==> src/rtl/gals_consumer_pkg.sv <==
// Shared definitions for the consumer-side buffer controller.
package gals_consumer_pkg;

  localparam int unsigned DATA_W_DEF = 16;

  typedef enum logic [1:0] {
    S_IDLE  = 2'd0,
    S_FETCH = 2'd1,
    S_WAIT  = 2'd2,
    S_HOLD  = 2'd3
  } state_t;

endpackage

==> src/rtl/gals_consumer_hold_timer.sv <==
// Loadable down-counter shared by the hold period and the read-response timeout.
//  clock, reset : clock, asynchronous active-low reset
//  load/load_val: load the counter (load wins over dec)
//  dec          : count down by one, saturating at zero
//  done_c       : counter is zero (combinational)
module gals_consumer_hold_timer #(
  parameter int unsigned W = 16
) (
  input  logic         clock,
  input  logic         reset,
  input  logic         load,
  input  logic [W-1:0] load_val,
  input  logic         dec,
  output logic         done_c
);

  logic [W-1:0] count;

  always_ff @(posedge clock or negedge reset) begin
    if (!reset) begin
      count <= '0;
    end else if (load) begin
      count <= load_val;
    end else if (dec && (count != '0)) begin
      count <= count - W'(1);
    end
  end

  assign done_c = (count == '0);

endmodule

==> src/rtl/gals_consumer.sv <==
// Read-side controller: pops words from the buffer, presents each for a
// programmable hold time, counts words, flags errors and signals drain completion.
//  clock, reset : clock, asynchronous active-low reset
//  en, drain_req: consumption permitted / stop requested (short holds)
//  prog         : hold exponent, hold = HOLD_BASE << prog, sampled at capture
//  buf_*        : buffer read port (empty flag, pop request, response)
//  out_data/out_new/parity : presented word, update pulse, even parity
//  word_count, busy, drained, err : status outputs
module gals_consumer
  import gals_consumer_pkg::*;
#(
  parameter int unsigned DATA_W    = DATA_W_DEF,
  parameter int unsigned HOLD_BASE = 4,
  parameter int unsigned CNT_W     = 8,
  parameter int unsigned TIMEOUT   = 4
) (
  input  logic              clock,
  input  logic              reset,
  input  logic              en,
  input  logic              drain_req,
  input  logic [2:0]        prog,
  input  logic              buf_empty,
  input  logic              buf_valid,
  input  logic [DATA_W-1:0] buf_data,
  output logic              buf_rd,
  output logic [DATA_W-1:0] out_data,
  output logic              out_new,
  output logic              parity,
  output logic [CNT_W-1:0]  word_count,
  output logic              busy,
  output logic              drained,
  output logic              err
);

  localparam int unsigned HOLD_W = CNT_W + 8;

  state_t             state, state_n;
  logic               drain_q;
  logic               want_c;
  logic               capture;
  logic               drained_n;
  logic               err_n;
  logic               tmr_load;
  logic               tmr_dec;
  logic               tmr_done_c;
  logic [HOLD_W-1:0]  tmr_val;
  logic [HOLD_W-1:0]  hold_len;

  assign want_c   = (en | drain_req) & ~buf_empty;
  assign hold_len = drain_req ? HOLD_W'(1) : (HOLD_W'(HOLD_BASE) << prog);

  gals_consumer_hold_timer #(.W(HOLD_W)) u_timer (
    .clock    (clock),
    .reset    (reset),
    .load     (tmr_load),
    .load_val (tmr_val),
    .dec      (tmr_dec),
    .done_c   (tmr_done_c)
  );

  // Next-state and pulse decode. The first HOLD cycle presents the freshly
  // captured word; the loaded hold count runs after it, so a word occupies
  // HOLD+1 cycles in S_HOLD and the word period is HOLD+3.
  always_comb begin
    state_n   = state;
    tmr_load  = 1'b0;
    tmr_val   = '0;
    tmr_dec   = 1'b0;
    capture   = 1'b0;
    drained_n = 1'b0;
    err_n     = 1'b0;
    case (state)
      S_IDLE: begin
        err_n = buf_valid;
        if (want_c) begin
          state_n = S_FETCH;
        end else if (drain_req) begin
          drained_n = 1'b1;
        end
      end
      S_FETCH: begin
        err_n    = buf_valid;
        tmr_load = 1'b1;
        tmr_val  = HOLD_W'(TIMEOUT - 1);
        state_n  = S_WAIT;
      end
      S_WAIT: begin
        // A response wins over buf_empty: the word has already left the buffer.
        if (buf_valid) begin
          capture  = 1'b1;
          tmr_load = 1'b1;
          tmr_val  = hold_len;
          state_n  = S_HOLD;
        end else if (tmr_done_c) begin
          err_n   = 1'b1;
          state_n = S_IDLE;
        end else begin
          tmr_dec = 1'b1;
        end
      end
      S_HOLD: begin
        err_n = buf_valid;
        if (tmr_done_c) begin
          state_n = want_c ? S_FETCH : S_IDLE;
        end else if (drain_req && !drain_q) begin
          // Drain request arriving mid-hold: one more cycle, then leave.
          tmr_load = 1'b1;
          tmr_val  = '0;
        end else begin
          tmr_dec = 1'b1;
        end
      end
      default: state_n = S_IDLE;
    endcase
  end

  // State, capture register, counter and registered status outputs.
  always_ff @(posedge clock or negedge reset) begin
    if (!reset) begin
      state      <= S_IDLE;
      drain_q    <= 1'b0;
      buf_rd     <= 1'b0;
      out_data   <= '0;
      out_new    <= 1'b0;
      parity     <= 1'b0;
      word_count <= '0;
      busy       <= 1'b0;
      drained    <= 1'b0;
      err        <= 1'b0;
    end else begin
      state   <= state_n;
      drain_q <= drain_req;
      buf_rd  <= (state_n == S_FETCH);
      busy    <= (state_n != S_IDLE);
      out_new <= capture;
      drained <= drained_n;
      err     <= err_n;
      if (capture) begin
        out_data   <= buf_data;
        parity     <= ^buf_data;
        word_count <= word_count + CNT_W'(1);
      end
    end
  end

endmodule

==> config.mk <==
export PLATFORM = sky130hd
export DESIGN_NAME = gals_consumer
export DESIGN_NICKNAME = d
export VERILOG_FILES = /design/src/rtl/gals_consumer_pkg.sv /design/src/rtl/gals_consumer_hold_timer.sv /design/src/rtl/gals_consumer.sv
export SDC_FILE = /design/constraint.sdc
export NUM_CORES = 1
export LEC_CHECK = 0
export CAP_MARGIN = 20
export CORE_MARGIN = 1
export CORE_UTILIZATION = 30
export CTS_BUF_LIST = sky130_fd_sc_hd__clkbuf_4 sky130_fd_sc_hd__clkbuf_8 sky130_fd_sc_hd__clkbuf_16
export DETAILED_ROUTE_END_ITERATION = 8
export GPL_ROUTABILITY_DRIVEN = 0
export PLACE_DENSITY = 0.58
export SYNTH_ARGS = -nofsm -noshare
export SYNTH_HDL_FRONTEND = slang
export SYNTH_SLANG_ARGS = --single-unit
==> constraint.sdc <==
create_clock -name clock -period 5 [get_ports clock]
set_input_delay 1.25 -clock clock [delete_from_list [all_inputs] [get_ports clock]]
set_output_delay 1.25 -clock clock [all_outputs]
set_load 0.005 [all_outputs]
After elaboration in Yosys (flattened, before gate mapping)
Cells that the tools add are included.
{"block": "word_totals", "ff_bits": 49, "inputBits": 25, "out_inout_bits": 30, "word_cells": 58}
{"block": "op_classes", "add_sub_neg": 2, "n_eq_ne": 4, "shifts": 1, "muxes": 27, "bitwise_logic": 3, "n_reduce_logical": 10}
{"op": "$mux 16", "count": 4}
{"op": "$pmux 16 s2", "count": 1}
{"op": "$logic_not 16->1", "count": 1}
{"op": "$reduce_bool 16->1", "count": 1}
{"op": "$reduce_xor 16->1", "count": 1}
{"op": "$shl 3x3->16 const A", "count": 1}
{"op": "$sub 16x1->16 const B", "count": 1}
{"op": "$mux 1", "count": 14}
{"op": "$add 8x1->8 const B", "count": 1}
{"op": "$mux 2", "count": 4}
{"op": "$pmux 2 s4", "count": 1}
{"op": "$eq 2x1->1 const B", "count": 2}
{"op": "$eq 2x2->1 const B", "count": 2}
{"op": "$pmux 1 s2", "count": 2}
{"op": "$reduce_bool 2->1", "count": 2}
{"op": "$pmux 1 s3", "count": 1}
{"op": "$reduce_or 3->1", "count": 1}
{"op": "$logic_and 1x1->1", "count": 2}
{"op": "$logic_not 2->1", "count": 1}
{"op": "$and 1x1->1", "count": 1}
{"op": "$logic_not 1->1", "count": 1}
{"op": "$not 1->1", "count": 1}
{"op": "$or 1x1->1", "count": 1}

Depth between registers and ports, before layout
{"block": "depth", "depth_word": 8, "mapped_depth": 9, "depth_no_buf": 8}

Hierarchy
From an unflattened synthesis, not the netlist that was laid out.
{"block": "unflattened", "cells_unflattened": 299, "hier_area_um2": 2682.6}
{"module": "gals_consumer", "n_inst": 1, "cells_per_inst": 175, "area_per_inst_um2": 1619.1, "seq_area_each_um2": 825.8}
{"module": "gals_consumer_hold_timer", "n_inst": 1, "cells_per_inst": 124, "area_per_inst_um2": 1063.5, "seq_area_each_um2": 400.4}

Worst setup path after synthesis
No wires, ideal clock.
{"block": "synth_path", "kind": "input port to flip-flop", "startpoint": "in drain_req", "endpoint": "reg u_timer.count[13]", "setup_ps": 77, "t_arrival_ps": 2297, "t_required_ps": 4923, "setup_slack_ps": 2626, "cell_stages": 5, "n_path_buf": 0, "path_cell_list": "nor2b_1 > o22ai_1 > nand4_1 > or4_1 > a21oi_1"}
{"block": "synth_between", "elab_chain_len": 6, "elab_cells_between_ends": 13, "cone_classes": "mux (10); reduce/logical (3)"}
{"item": "start: declaration", "line_no": "gals_consumer.sv:20", "rtl": "input logic drain_req,"}
{"item": "$logic_and 1x1->1", "line_no": "gals_consumer.sv:105", "rtl": "end else if (drain_req && !drain_q) begin"}
{"item": "$mux 1", "line_no": "gals_consumer.sv:105"}
{"item": "$mux 1", "line_no": "gals_consumer.sv:103", "rtl": "if (tmr_done_c) begin"}
{"item": "$pmux 1 s2", "line_no": "gals_consumer.sv:72", "rtl": "case (state)"}
{"item": "$logic_and 1x1->1", "line_no": "gals_consumer_hold_timer.sv:24", "rtl": "end else if (dec && (count != '0)) begin"}
{"item": "$reduce_bool 2->1 (no line)"}
{"item": "end signal: assignment", "line_no": "gals_consumer_hold_timer.sv:23", "rtl": "count <= load_val;"}
{"item": "end signal: assignment", "line_no": "gals_consumer_hold_timer.sv:25", "rtl": "count <= count - W'(1);"}
{"item": "end: declaration", "line_no": "gals_consumer_hold_timer.sv:17", "rtl": "logic [W-1:0] count;"}
Parallel ways exist; a longest one is shown, timed or not.
A chain may end at the register's enable or synchronous reset.

Final worst setup path
{"block": "layout_path", "startpoint": "in buf_valid", "endpoint": "reg u_timer.count[1]"}
{"block": "layout_between", "elab_chain_len": 4, "elab_cells_between_ends": 9, "cone_classes": "mux (7); reduce/logical (2)"}
{"item": "start: declaration", "line_no": "gals_consumer.sv:23", "rtl": "input logic buf_valid,"}
{"item": "$mux 1", "line_no": "gals_consumer.sv:89", "rtl": "if (buf_valid) begin"}
{"item": "$pmux 1 s2", "line_no": "gals_consumer.sv:72"}
{"item": "$logic_and 1x1->1", "line_no": "gals_consumer_hold_timer.sv:24"}
{"item": "$reduce_bool 2->1 (no line)"}
Parallel ways exist; a longest one is shown, timed or not.

==> summary.md <==
| Metric | Value |
|---|---|
| Status | completed |
| Slew Limit Headroom | 53.3% |
| Worst R2R Path Depth | 6 |
| Crit start category | input pin |
| Yosys warns | 0 |
| First-pass GRT wire length | 9720 um |
| P_leak | 1.48 nW |
| CTS Hold Bufs | 0 |
| VDD IR max | ~0.00019 V |
| Final WL | between 5000 and 6000 um |
| DRT iter0 DRCs | 71 |
| Measured slew at the worst slew-check pin | just under 0.7 ns |
| Area leader, netlist | dfrtp_1 |
| Pre-antenna DRT Iters | 4 |
| WP data required | 5.19 ns |
| WHS | between 0.4 and 0.5 ns |
| Area Overhead vs Synth | 29.8% |
| Total CTS buffers | 5 |
| Hold crit path type | reg2reg |
| Unique masters post-synth | 44 |
| IO buf count | between 50 and 60 |
| Setup TNS | 0 ns |
| Dpl ws | 1.40 ns |
| CTS resizes | 0 |
| Reg clk slew, reported paths | 0.09 ns |
| Clk_lat worst skew | 0.30 ns |
| F_max | 0.304 GHz |
| Ys flop type | dfrtp_1 |
| H-tree depth | 2 |
| Fillers | 808 |
| Die Area | 0.00889 mm^2 |
| Post-Layout Cell Count | 428 |
| Max clock buf depth | 2 |
| Most frequent cell after synthesis | nand2_1 |
| Synth area leaders | dfrtp_1 48%, nand2_1 9.8%, xnor2_1 7.5% |
| Post-route DRC | 0 |
| Max-cap viol count | 0 |
| Crit share post-route | 65.8% |
| Mapped Cells | 264 |
| Vias in the first global route | about 2100 |
| Clock sink count | 49 |
| RSZ-0062 raised after global routing | false |
| Initial antenna violation count | 0 |
| Grt total ovfl | 0 |
| Fin worst setup slack | 1.71 ns |
| TritonCTS clock tree | done |
| Cells after DPL | 420 |
| Row cnt | 33 |
| CP endpoint kind | register |
| Antenna viol nets, final | 0 |
| Slew Limit Fails | 0 |
| Vias per Instance | 4.72 |
| WS Path Type | in2reg |
| Hold Crit Depth | 2 |
| Core area | 0.00822 mm^2 |
| Max Fanout on Critical Path | 24 |
| Sequential area share after synthesis | around 48% |
| N_diodes | 0 |
| Async S/R FF share, synth | 100% |
| Post-Syn Area per Cell | 9.68 um^2 |
| Starting Density | 31.1% |
| Share of layout cells above drive strength 1 | 6.50% |
| Chip Height | 94.3 um |
| Detailed-route wire length per cell | 13.1 um |
| Post-DP Area | between 0.003 and 0.004 mm^2 |
| DIE WIDTH | between 90 and 100 um |
| Final instance area | 0.00332 mm^2 |
| DP Wirelength | just under 4000 um |
| Final hold violations | 0 |
| Clock Skew | 0.00430 ns |
| Largest net degree at the start of global routing | 50 |
| FF+latch count, synth | 49 |
| Final #Nets | 354 |
| Root buf cell | clkbuf_8 |
| Syn nets | 296 |
| Final setup fails | 0 |
| PwrDens | about 560 mW/mm^2 |
| Minimum clock period after layout | 3.29 ns |
| Post-synth EDFFs | 0 |
| Mapped cell area | between 0.002 and 0.003 mm^2 |
| Vias post-DR | 2020 |
| GR Util All Layers | 14.1% |
| Setup Buffers After CTS | 0 |
| Post-synth top area share | a little under half |
| Crit path DAT | between 3 and 4 ns |
| I/O Pins | 55 |
| Synth cell count leaders | 67 x nand2_1, 49 x dfrtp_1, 22 x xnor2_1, 12 x nor2_1 |
[cell usage in the layout, fill, tap and decap left out, types with 2 or more instances in the layout]
cell type | synthesis | layout
or2_1 | 2 | 2
ha_1 | 7 | 7
a21oi_1 | 4 | 4
nand3b_1 | 2 | 2
and3_1 | 3 | 3
mux2i_1 | 11 | 11
nor4b_1 | 2 | 2
nor2_1 | 12 | 12
o21ai_1 | 2 | 2
a311oi_1 | 2 | 2
xnor2_1 | 22 | 22
nor4_2 | 2 | 2
clkbuf_4 | 0 | 2
o31ai_1 | 3 | 3
nand2_1 | 67 | 67
inv_1 | 10 | 10
or4_1 | 2 | 2
nand4_1 | 11 | 11
nand3_1 | 8 | 8
buf_4 | 0 | 4
dfrtp_1 | 49 | 49
clkdlybuf4s50_1 | 0 | 53
clkbuf_8 | 0 | 5
xor2_1 | 10 | 10
nor2b_1 | 5 | 5
[state kept, by name (all words and copies together), names as in the netlist]
signal and count:
buf_rd 1, busy 1, drain_q 1, drained 1, err 1, out_data 16
out_new 1, parity 1, state 2, u_timer.count 16, word_count 8
[worst max-delay path: stages]
cell and delay, ns:
clkdlybuf4s50_1 0.53, nand2_1 0.07, buf_4 0.22, inv_2 0.32, a311oi_1 0.10, a21oi_2 0.36
buf_4 0.29, mux2_1 0.33
[report_power, final]
part           switching, mW  internal (mW)
registers              0.124          0.539
logic                  0.467          0.476
clock network          0.132          0.110
total                  0.723           1.13
[cell type report]
class | count | area (um^2) | share of cell area, %
Multi-Input combinational cell | 197 | 1260 | 38.0
Clock buffer | 7 | 83.8 | 2.53
Timing Repair Buffer | 58 | 566 | 17.1
Sequential cell | 49 | 1230 | 37.0
Inverter | 11 | 41.3 | 1.25
Tap cell | 105 | 131 | 3.96
Clock inverter | 1 | 7.51 | 0.226
[per-layer routing]
metal  GRT usage (%)  vias up  part of all wire, %
met3            3.24        9                  5.2
met5               0        -                    0
met1            18.1      957                   47
met2            22.5       48                   46
li1                -     1006                    -
met4            5.90        0                  2.1
[per-stage QoR]
step           util (%)  power, mW
2_1_floorplan         -       1.24
3_3_place_gp       39.2       1.61
3_5_place_dp       39.2       1.62
4_1_cts            40.4       1.87
5_1_grt            40.4       2.02
6_report           40.4       1.85
[worst paths after layout]
path	startpoint	endpoint	slack, ns
hold / removal	out_data[14]	out_data[14]	0.48
max in group asynchronous	reset	u_timer.count[8]	3.52
min in group asynchronous	reset	out_data[12]	1.04
setup reg to reg	u_timer.count[7]	u_timer.count[1]	2.26
setup / recovery	buf_valid	u_timer.count[1]	1.71
hold reg to reg	out_data[14]	out_data[14]	0.48
[logic make-up after synthesis]
group | after synthesis | synth area share (%)
AOI/OAI and AO/OA | 19 | 5.24
xor gates and xnor gates | 32 | 11.0
adders and majority gates | 7 | 3.43
buffers and inverters | 18 | 2.69
DFF | 49 | 48.0
muxes | 12 | 4.75
and+or+nand+nor | 127 | 24.9
Note: power is estimated with default switching activity, not from simulation.
